`config.mk`:
```
export PLATFORM = sky130hd
export DESIGN_NAME = wb_machine_timer
export DESIGN_NICKNAME = d
export VERILOG_FILES = /design/src/rtl/timer_pkg.sv /design/src/rtl/timer_prescaler.sv /design/src/rtl/wb_machine_timer.sv
export SDC_FILE = /design/constraint.sdc
export NUM_CORES = 1
export LEC_CHECK = 0
export BUFFER_PORTS_ARGS = -buffer_cell sky130_fd_sc_hd__buf_2
export CORE_MARGIN = 4
export CORE_UTILIZATION = 60
export CTS_CLUSTER_SIZE = 8
export DETAILED_ROUTE_END_ITERATION = 10
export PLACE_DENSITY = 0.8
export SLEW_MARGIN = 10
export SYNTH_ARGS = -nofsm -noshare
export SYNTH_HDL_FRONTEND = slang
export SYNTH_SLANG_ARGS = --single-unit
```
`constraint.sdc`:
```
create_clock -name clk -period 4.6 [get_ports clk]
set_clock_uncertainty 0.2 [all_clocks]
set_input_delay 0 -clock clk [delete_from_list [all_inputs] [get_ports clk]]
set_output_delay 0 -clock clk [all_outputs]
set_load 0.03 [all_outputs]
```
`src/rtl/timer_pkg.sv`:
```
// timer_pkg: register offsets, CTRL bit indices, prescale width and byte-lane merge for wb_machine_timer.
package timer_pkg;
    localparam logic [4:0] TMR_MTIME_LO    = 5'h00;
    localparam logic [4:0] TMR_MTIME_HI    = 5'h04;
    localparam logic [4:0] TMR_MTIMECMP_LO = 5'h08;
    localparam logic [4:0] TMR_MTIMECMP_HI = 5'h0C;
    localparam logic [4:0] TMR_CTRL        = 5'h10;
    localparam logic [4:0] TMR_PRESCALE    = 5'h14;
    localparam logic [4:0] TMR_STATUS      = 5'h18;
    localparam logic [4:0] TMR_UNMAPPED    = 5'h1C;
    localparam int CTRL_EN    = 0;
    localparam int CTRL_IE    = 1;
    localparam int PRESCALE_W = 16;

    function automatic logic [31:0] byte_merge(input logic [31:0] cur, input logic [31:0] wdat,
                                               input logic [3:0] sel);
        logic [31:0] r;
        for (int i = 0; i < 4; i++) r[8*i +: 8] = sel[i] ? wdat[8*i +: 8] : cur[8*i +: 8];
        return r;
    endfunction
endpackage

```
`src/rtl/timer_prescaler.sv`:
```
// timer_prescaler: mtime tick generator; with TIMER_PRESCALE_EN a 16-bit divider, otherwise tick = en.
module timer_prescaler
    import timer_pkg::*;
(
    input  logic                  clk,
    input  logic                  reset_n,
    input  logic                  en_i,
    input  logic [PRESCALE_W-1:0] prescale_i,
    input  logic                  clr_i,
    output logic                  tick_o
);
`ifdef TIMER_PRESCALE_EN
    logic [PRESCALE_W-1:0] cnt_q;
    assign tick_o = en_i && cnt_q == prescale_i;
    always_ff @(posedge clk) begin
        if (!reset_n || clr_i) cnt_q <= '0;
        else if (en_i)         cnt_q <= tick_o ? '0 : cnt_q + 1'b1;
    end
`else
    logic unused_ok;
    assign unused_ok = ^{clk, reset_n, clr_i, prescale_i};
    assign tick_o = en_i;
`endif
endmodule

```
`src/rtl/wb_machine_timer.sv`:
```
// wb_machine_timer: Wishbone classic RISC-V mtime/mtimecmp timer with level irq; TIMER_PRESCALE_EN enables PRESCALE.
module wb_machine_timer
    import timer_pkg::*;
#(
    parameter logic [63:0] RESET_CMP = 64'hFFFF_FFFF_FFFF_FFFF
) (
    input  logic        clk,
    input  logic        reset_n,
    input  logic        wb_cyc_i,
    input  logic        wb_stb_i,
    input  logic [4:0]  wb_adr_i,
    input  logic        wb_we_i,
    input  logic [3:0]  wb_sel_i,
    input  logic [31:0] wb_dat_i,
    output logic [31:0] wb_dat_o,
    output logic        wb_ack_o,
    output logic        wb_err_o,
    output logic        timer_irq_o
);
    logic [63:0] mtime_q, mtime_d, cmp_q, cmp_d;
    logic [31:0] shadow_q, shadow_d, dat_q, dat_d;
    logic [1:0]  ctrl_q, ctrl_d;
    logic [PRESCALE_W-1:0] presc_q, presc_d;
    logic ack_q, ack_d, err_q, err_d, irq_q, irq_d, acc, wr, tick;
    logic [4:0] off;

    assign off = wb_adr_i & 5'h1C;
    assign acc = wb_cyc_i & wb_stb_i & ~ack_q & ~err_q;
    assign wr  = acc & wb_we_i;

    timer_prescaler u_presc (
        .clk       (clk),
        .reset_n   (reset_n),
        .en_i      (ctrl_q[CTRL_EN]),
        .prescale_i(presc_q),
        .clr_i     (wr && off == TMR_PRESCALE),
        .tick_o    (tick)
    );

    always_comb begin
        mtime_d  = mtime_q + {63'd0, tick};
        cmp_d    = cmp_q;
        ctrl_d   = ctrl_q;
        presc_d  = presc_q;
        shadow_d = shadow_q;
        dat_d    = '0;
        ack_d    = acc && off != TMR_UNMAPPED;
        err_d    = acc && off == TMR_UNMAPPED;
        irq_d    = ctrl_q[CTRL_IE] && mtime_q >= cmp_q;
        if (wr) begin
            // an mtime write replaces the tick; the unwritten half holds
            case (off)
                TMR_MTIME_LO:    mtime_d = {mtime_q[63:32], byte_merge(mtime_q[31:0], wb_dat_i, wb_sel_i)};
                TMR_MTIME_HI:    mtime_d = {byte_merge(mtime_q[63:32], wb_dat_i, wb_sel_i), mtime_q[31:0]};
                TMR_MTIMECMP_LO: cmp_d[31:0]  = byte_merge(cmp_q[31:0], wb_dat_i, wb_sel_i);
                TMR_MTIMECMP_HI: cmp_d[63:32] = byte_merge(cmp_q[63:32], wb_dat_i, wb_sel_i);
                TMR_CTRL:        ctrl_d = wb_sel_i[0] ? wb_dat_i[1:0] : ctrl_q;
`ifdef TIMER_PRESCALE_EN
                TMR_PRESCALE:    presc_d = {wb_sel_i[1] ? wb_dat_i[15:8] : presc_q[15:8],
                                            wb_sel_i[0] ? wb_dat_i[7:0]  : presc_q[7:0]};
`endif
                default: ;
            endcase
        end else if (acc) begin
            case (off)
                TMR_MTIME_LO: begin
                    dat_d    = mtime_q[31:0];
                    shadow_d = mtime_q[63:32];
                end
                TMR_MTIME_HI:    dat_d = shadow_q;
                TMR_MTIMECMP_LO: dat_d = cmp_q[31:0];
                TMR_MTIMECMP_HI: dat_d = cmp_q[63:32];
                TMR_CTRL:        dat_d = {30'd0, ctrl_q};
                TMR_PRESCALE:    dat_d = 32'(presc_q);
                TMR_STATUS:      dat_d = {31'd0, mtime_q >= cmp_q};
                default: ;
            endcase
        end
    end

    always_ff @(posedge clk) begin
        if (!reset_n) begin
            mtime_q  <= '0;
            cmp_q    <= RESET_CMP;
            ctrl_q   <= '0;
            presc_q  <= '0;
            shadow_q <= '0;
            dat_q    <= '0;
            ack_q    <= 1'b0;
            err_q    <= 1'b0;
            irq_q    <= 1'b0;
        end else begin
            mtime_q  <= mtime_d;
            cmp_q    <= cmp_d;
            ctrl_q   <= ctrl_d;
            presc_q  <= presc_d;
            shadow_q <= shadow_d;
            dat_q    <= dat_d;
            ack_q    <= ack_d;
            err_q    <= err_d;
            irq_q    <= irq_d;
        end
    end

    assign wb_dat_o    = dat_q;
    assign wb_ack_o    = ack_q;
    assign wb_err_o    = err_q;
    assign timer_irq_o = irq_q;
endmodule
```
---- Yosys cells after proc, flatten, opt, wreduce, memory -nomap -nowiden ----
Index checks and enable logic that the tools add are counted.
word-level totals
  register bits ........................... 197
  input port bits ......................... 46
  output and inout bits ................... 35
  word-level logic and storage cells ...... 80
operators by class
  add/subtract/negate cells ............... 1
  magnitude comparators ................... 1
  equality and inequality tests ........... 17
  mux-type cells .......................... 7
  bitwise operators ....................... 9
  reductions and logical operators ........ 23
operator list
  cell                                                              number
  32-bit case mux with 6 select lines                               1
  64-bit case mux with 2 select lines                               1
  64-bit by 1-bit adder with 64-bit output                          1
  64-bit >= comparator                                              1
  64-bit 2-to-1 mux                                                 1
  8-bit 2-to-1 mux                                                  4
  3-bit AND reduction                                               10
  3-bit inequality test (second input constant)                     9
  2-bit AND reduction                                               8
  3-bit == test (second input constant)                             3
  3-bit by 2-bit == test with 1-bit output (second input constant)  2
  5-bit zero test                                                   1
  1-bit inverter                                                    5
  1-bit AND                                                         4
  2-bit inequality test (second input constant)                     2
  3-bit by 1-bit == test with 1-bit output (second input constant)  1
  1-bit logical AND                                                 3
  3-bit OR reduction                                                1

---- Logic depth before layout (Yosys ltp) ----
  word-level depth ........................ 6
  gate-level depth with buffers ........... 11
  depth with buffers taken out ............ 9

---- Hierarchy ----
From an unflattened synthesis, not the netlist that was laid out.
second synthesis, totals
  cells, all modules ...................... 1348
  area, all modules ....................... 10675.2 um2
by module, submodules not included
  module            times used  cells each  area each (um2)
  wb_machine_timer  1           1347        10667.7
  timer_prescaler   1           1           7.5

---- Least setup slack after synthesis ----
OpenSTA, ideal clock, no wires.
  path kind ............................... flip-flop to flip-flop
  from .................................... reg mtime_q[23]
  to ...................................... reg mtime_q[58]
  library setup time ...................... 79 ps
  data arrival time ....................... 2100 ps
  required time ........................... 4321 ps
  setup slack ............................. 2221 ps
  cell stages (with the launch flop) ...... 11
  path buffers ............................ 3
  clock period less this slack ............ 2379 ps
  path through ............................ dfxtp_1 -> buf_4 -> and4_1 -> buf_4 -> and4_1 -> buf_4 -> nand4_4 -> or3_4 -> nor4_2 -> nor3_1 -> a211oi_2
on the way
  word-level cells in the longest chain between the ends .. 3
RTL lines
  item                                          RTL line                source
  start, declared                               wb_machine_timer.sv:20  logic [63:0] mtime_q, mtime_d, cmp_q, cmp_d;
  start signal, assigned                        wb_machine_timer.sv:93  mtime_q <= mtime_d;
  64-bit by 1-bit adder with 64-bit output (*)  wb_machine_timer.sv:41  mtime_d = mtime_q + {63'd0, tick};
  64-bit case mux with 2 select lines           wb_machine_timer.sv:52  case (off)
  64-bit 2-to-1 mux (*)                         wb_machine_timer.sv:50  if (wr) begin
Mark *: on every way between the ends. The rest lies on a longest branch, timed or not.
A chain may end at the register's enable or synchronous reset.

---- Worst setup path in the final report ----
  from .................................... reg mtime_q[0]
  to ...................................... reg mtime_q[34]
The elaborated chain is that of the path after synthesis.

==> results by group <==
Outcome
  – Status: completed

Logic synthesis
  – Ys Warns: 0
  – Count leader, synth: dfxtp_1
  – Sequential area share after synthesis: 36.7%
  – Syn Nets: about 1,500
  – Mapped Area: ~11,000 um2
  – Yosys reg bits: roughly 200
  – Synth cell types: 77
  – Number of synthesized flops with an enable pin: 0
  – Most frequent cells after synthesis: dfxtp_1, nand2_1, a21oi_1
  – Post-synth top area share: a little under two fifths
  – Most used flip-flop cell after synthesis: dfxtp_1
  – Cell taking the most area after synthesis: dfxtp_1
  – Asr flop ratio synth: 0%
  – Syn_area_per_cell: about 7.9 um2
  – Synthesized instance count: 1,364
  – Area contributors post-synth: dfxtp_1, ha_1, a21oi_1

Pwr
  – Max VDD drop: around 0.00027 V
  – P per Cell Area: 286 nW/um2
  – Static Leak: between 5 and 6 nW

Global routing
  – Global-route wire length before repair: about 52,000 um
  – Largest net degree at the start of global routing: 70
  – GRT Residual Overflow: 0
  – Gr usage total: 31.9%
  – Initial antenna violation count: 0
  – Met1 Track Usage GR: 41.8%
  – M2 GR Usage: 52.0%
  – Vias in the first global route: about 10,000
  – Top Usage Layer GRT: met2
  – Global Route met3 Usage: under 10%

Floorplan
  – Die H: about 140 um
  – Number of top-level pins: 81
  – Die Width: roughly 140 um
  – Die area: ~20,000 um2
  – Row cnt: between 40 and 50
  – Core footprint: ~17,000 um2
  – Initial Util: around three fifths

Detailed routing
  – WL final: 32,600 um
  – Drt first pass iters: 6
  – Initial DRC count: 1,244
  – Routed len/inst: a little under 20 um
  – ANT nets after route: 0
  – Vias: 10,759
  – DRC Markers: 0
  – Vias per cell: approximately 6.5

Clock tree
  – CTS tree: yes
  – Clock-pin slew on the worst setup and hold paths: 0.07 ns
  – Post-CTS setup buffers: 0
  – Max Root-Sink Buffers: 2
  – CTS H-Tree Depth: 4
  – Worst skew pair latency: 0.45 ns
  – Cts bufs inserted: 17
  – Root buffer cell: clkbuf_16
  – Clk sinks: a little under 200

Worst setup path
  – Crit path top cell by count: ha_1
  – Crit-path max cell delay: between 0.8 and 0.9 ns
  – Crit path capture type: register
  – WP data required: about 4.7 ns
  – Worst Path Max Fanout: 6
  – Worst path slowest cell: nor3_1
  – CP Launch Point: mtime_q[0]
  – CP Data Arrival Time: approximately 3.2 ns
  – Critical path class: register to register
  – Worst r2r src: mtime_q[0]
  – Crit start category: register
  – Worst Reg2Reg Path Length in Cells: 9
  – CP cell instances: ha_1 > ha_1 > and3_1 > nand3_1 > nor3_1 > nand4_1 > a21o_1 > a22oi_1 > nor2_1

Timing
  – Fin. Hold Viols: 0
  – Setup slack after layout: about 1.5 ns
  – Final setup fails: 0
  – Post-layout min period: 3.15 ns
  – RSZ-0062 raised after global routing: no
  – Crit share post-route: 68.5%
  – Peak Freq: roughly 320 MHz
  – Tightest Pin Transition: 0.977 ns
  – Slew margin rel.: a little over a third
  – Final Slew Violations: 0
  – Setup TNS: 0 ns

Final layout
  – Layout cells sized above 1: roughly 10%
  – Layout area overhead: 14.0%
  – Area of the multi-input gates: 6180 um2
  – Storage element area: 3940 um2
  – Nets: between 1,500 and 2,000
  – Diodes inserted: 0
  – # fillers: approximately 1,400

Hold path
  – WHS Path Cells: 4
  – Min-delay src: wb_dat_i[25]
  – HP Class: primary input to register

Place
  – GP Congestion: between 0.8 and 0.9
  – Number of port buffers: 78
  – Placed wire-length estimate: about 21,000 um
  – Pre-CTS WS: 1.64 ns

Job
  – MaxCap Viol Count: 0
## routing by layer
metal	vias to the layer above	wire, um
met2	587	15300
met4	0	931
met5	-	0
met3	82	2890
met1	4976	13500
li1	5114	-
## flip-flops by register name (all words and copies together) (netlist names)
name,count
ctrl_q,2
wb_dat_o,32
timer_irq_o,1
mtime_q,64
wb_err_o,1
cmp_q,64
wb_ack_o,1
shadow_q,32
## repair_timing
| item | 4_1_cts | 5_1_grt |
|---|---|---|
| hold endpoints to repair | 135 | 0 |
| hold buffers | 45 | 0 |
| setup endpoints to repair | 0 | 0 |
| gates resized for setup | 0 | 0 |
## final timing paths
check	end	slack, ns
setup reg to reg	mtime_q[34]	1.45
hold reg to reg	shadow_q[16]	0.25
hold / removal	cmp_q[25]	0.16
setup / recovery	mtime_q[34]	1.45
## critical path: cells and delay by family (launching register included)
| kind | cells | cell delay [ns] |
|---|---|---|
| flip-flops | 1 | 0.37 |
| adder cells (fa/ha/maj) | 2 | 0.47 |
| AO/OA/AOI/OAI | 2 | 0.38 |
| AND/OR/NAND/NOR | 5 | 1.59 |
## cells in the final DEF, fill, tap and decap left out, types with 9 or more instances in the layout
cell,instances
nand2_1,191
o21ai_0,59
nand2b_1,9
nand3_1,42
dlygate4sd3_1,45
o211ai_1,69
buf_2,77
dfxtp_1,197
nor3_1,21
nand4_1,28
nor2_1,92
and4_1,16
a22oi_1,71
o22ai_1,9
inv_1,73
and3_1,15
buf_4,19
a21o_1,14
a21oi_1,158
ha_1,66
clkbuf_16,17
## cell families after synthesis
group,share of synthesized area [%]
XOR/XNOR,0.733
flip-flops,36.7
multiplexers,0.686
adder cells (fa/ha/maj),7.68
buffers and inverters,6.20
AO/OA/AOI/OAI,27.2
AND/OR/NAND/NOR,20.8
## layout make-up
class / count / area share, %
multi-input cells: 997 / 50.4
repair buffers: 141 / 7.98
clock buffers: 25 / 4.12
inverters: 74 / 2.27
well taps: 225 / 2.30
clock inverters: 7 / 0.766
flip-flops and latches: 197 / 32.2
## metrics by stage
step                instances  total power, mW  util, %  cell area, um2  hold slack, ns
global placement         1589             1.97     64.4           11200          0.0713
detailed placement       1589             1.98     64.4           11200          0.0741
finish                   1666             3.51     70.4           12300           0.165
global route             1666             3.60     70.4           12300           0.190
CTS                      1666             3.50     70.4           12300           0.158
floorplan                1364             1.89        -           10800         -0.0640
## report_power, final
group	internal, mW	switching (mW)
logic	0.0895	0.154
clock network	0.874	0.658
registers	1.72	0.0151
No activity file was read; power rests on OpenSTA's default activity.
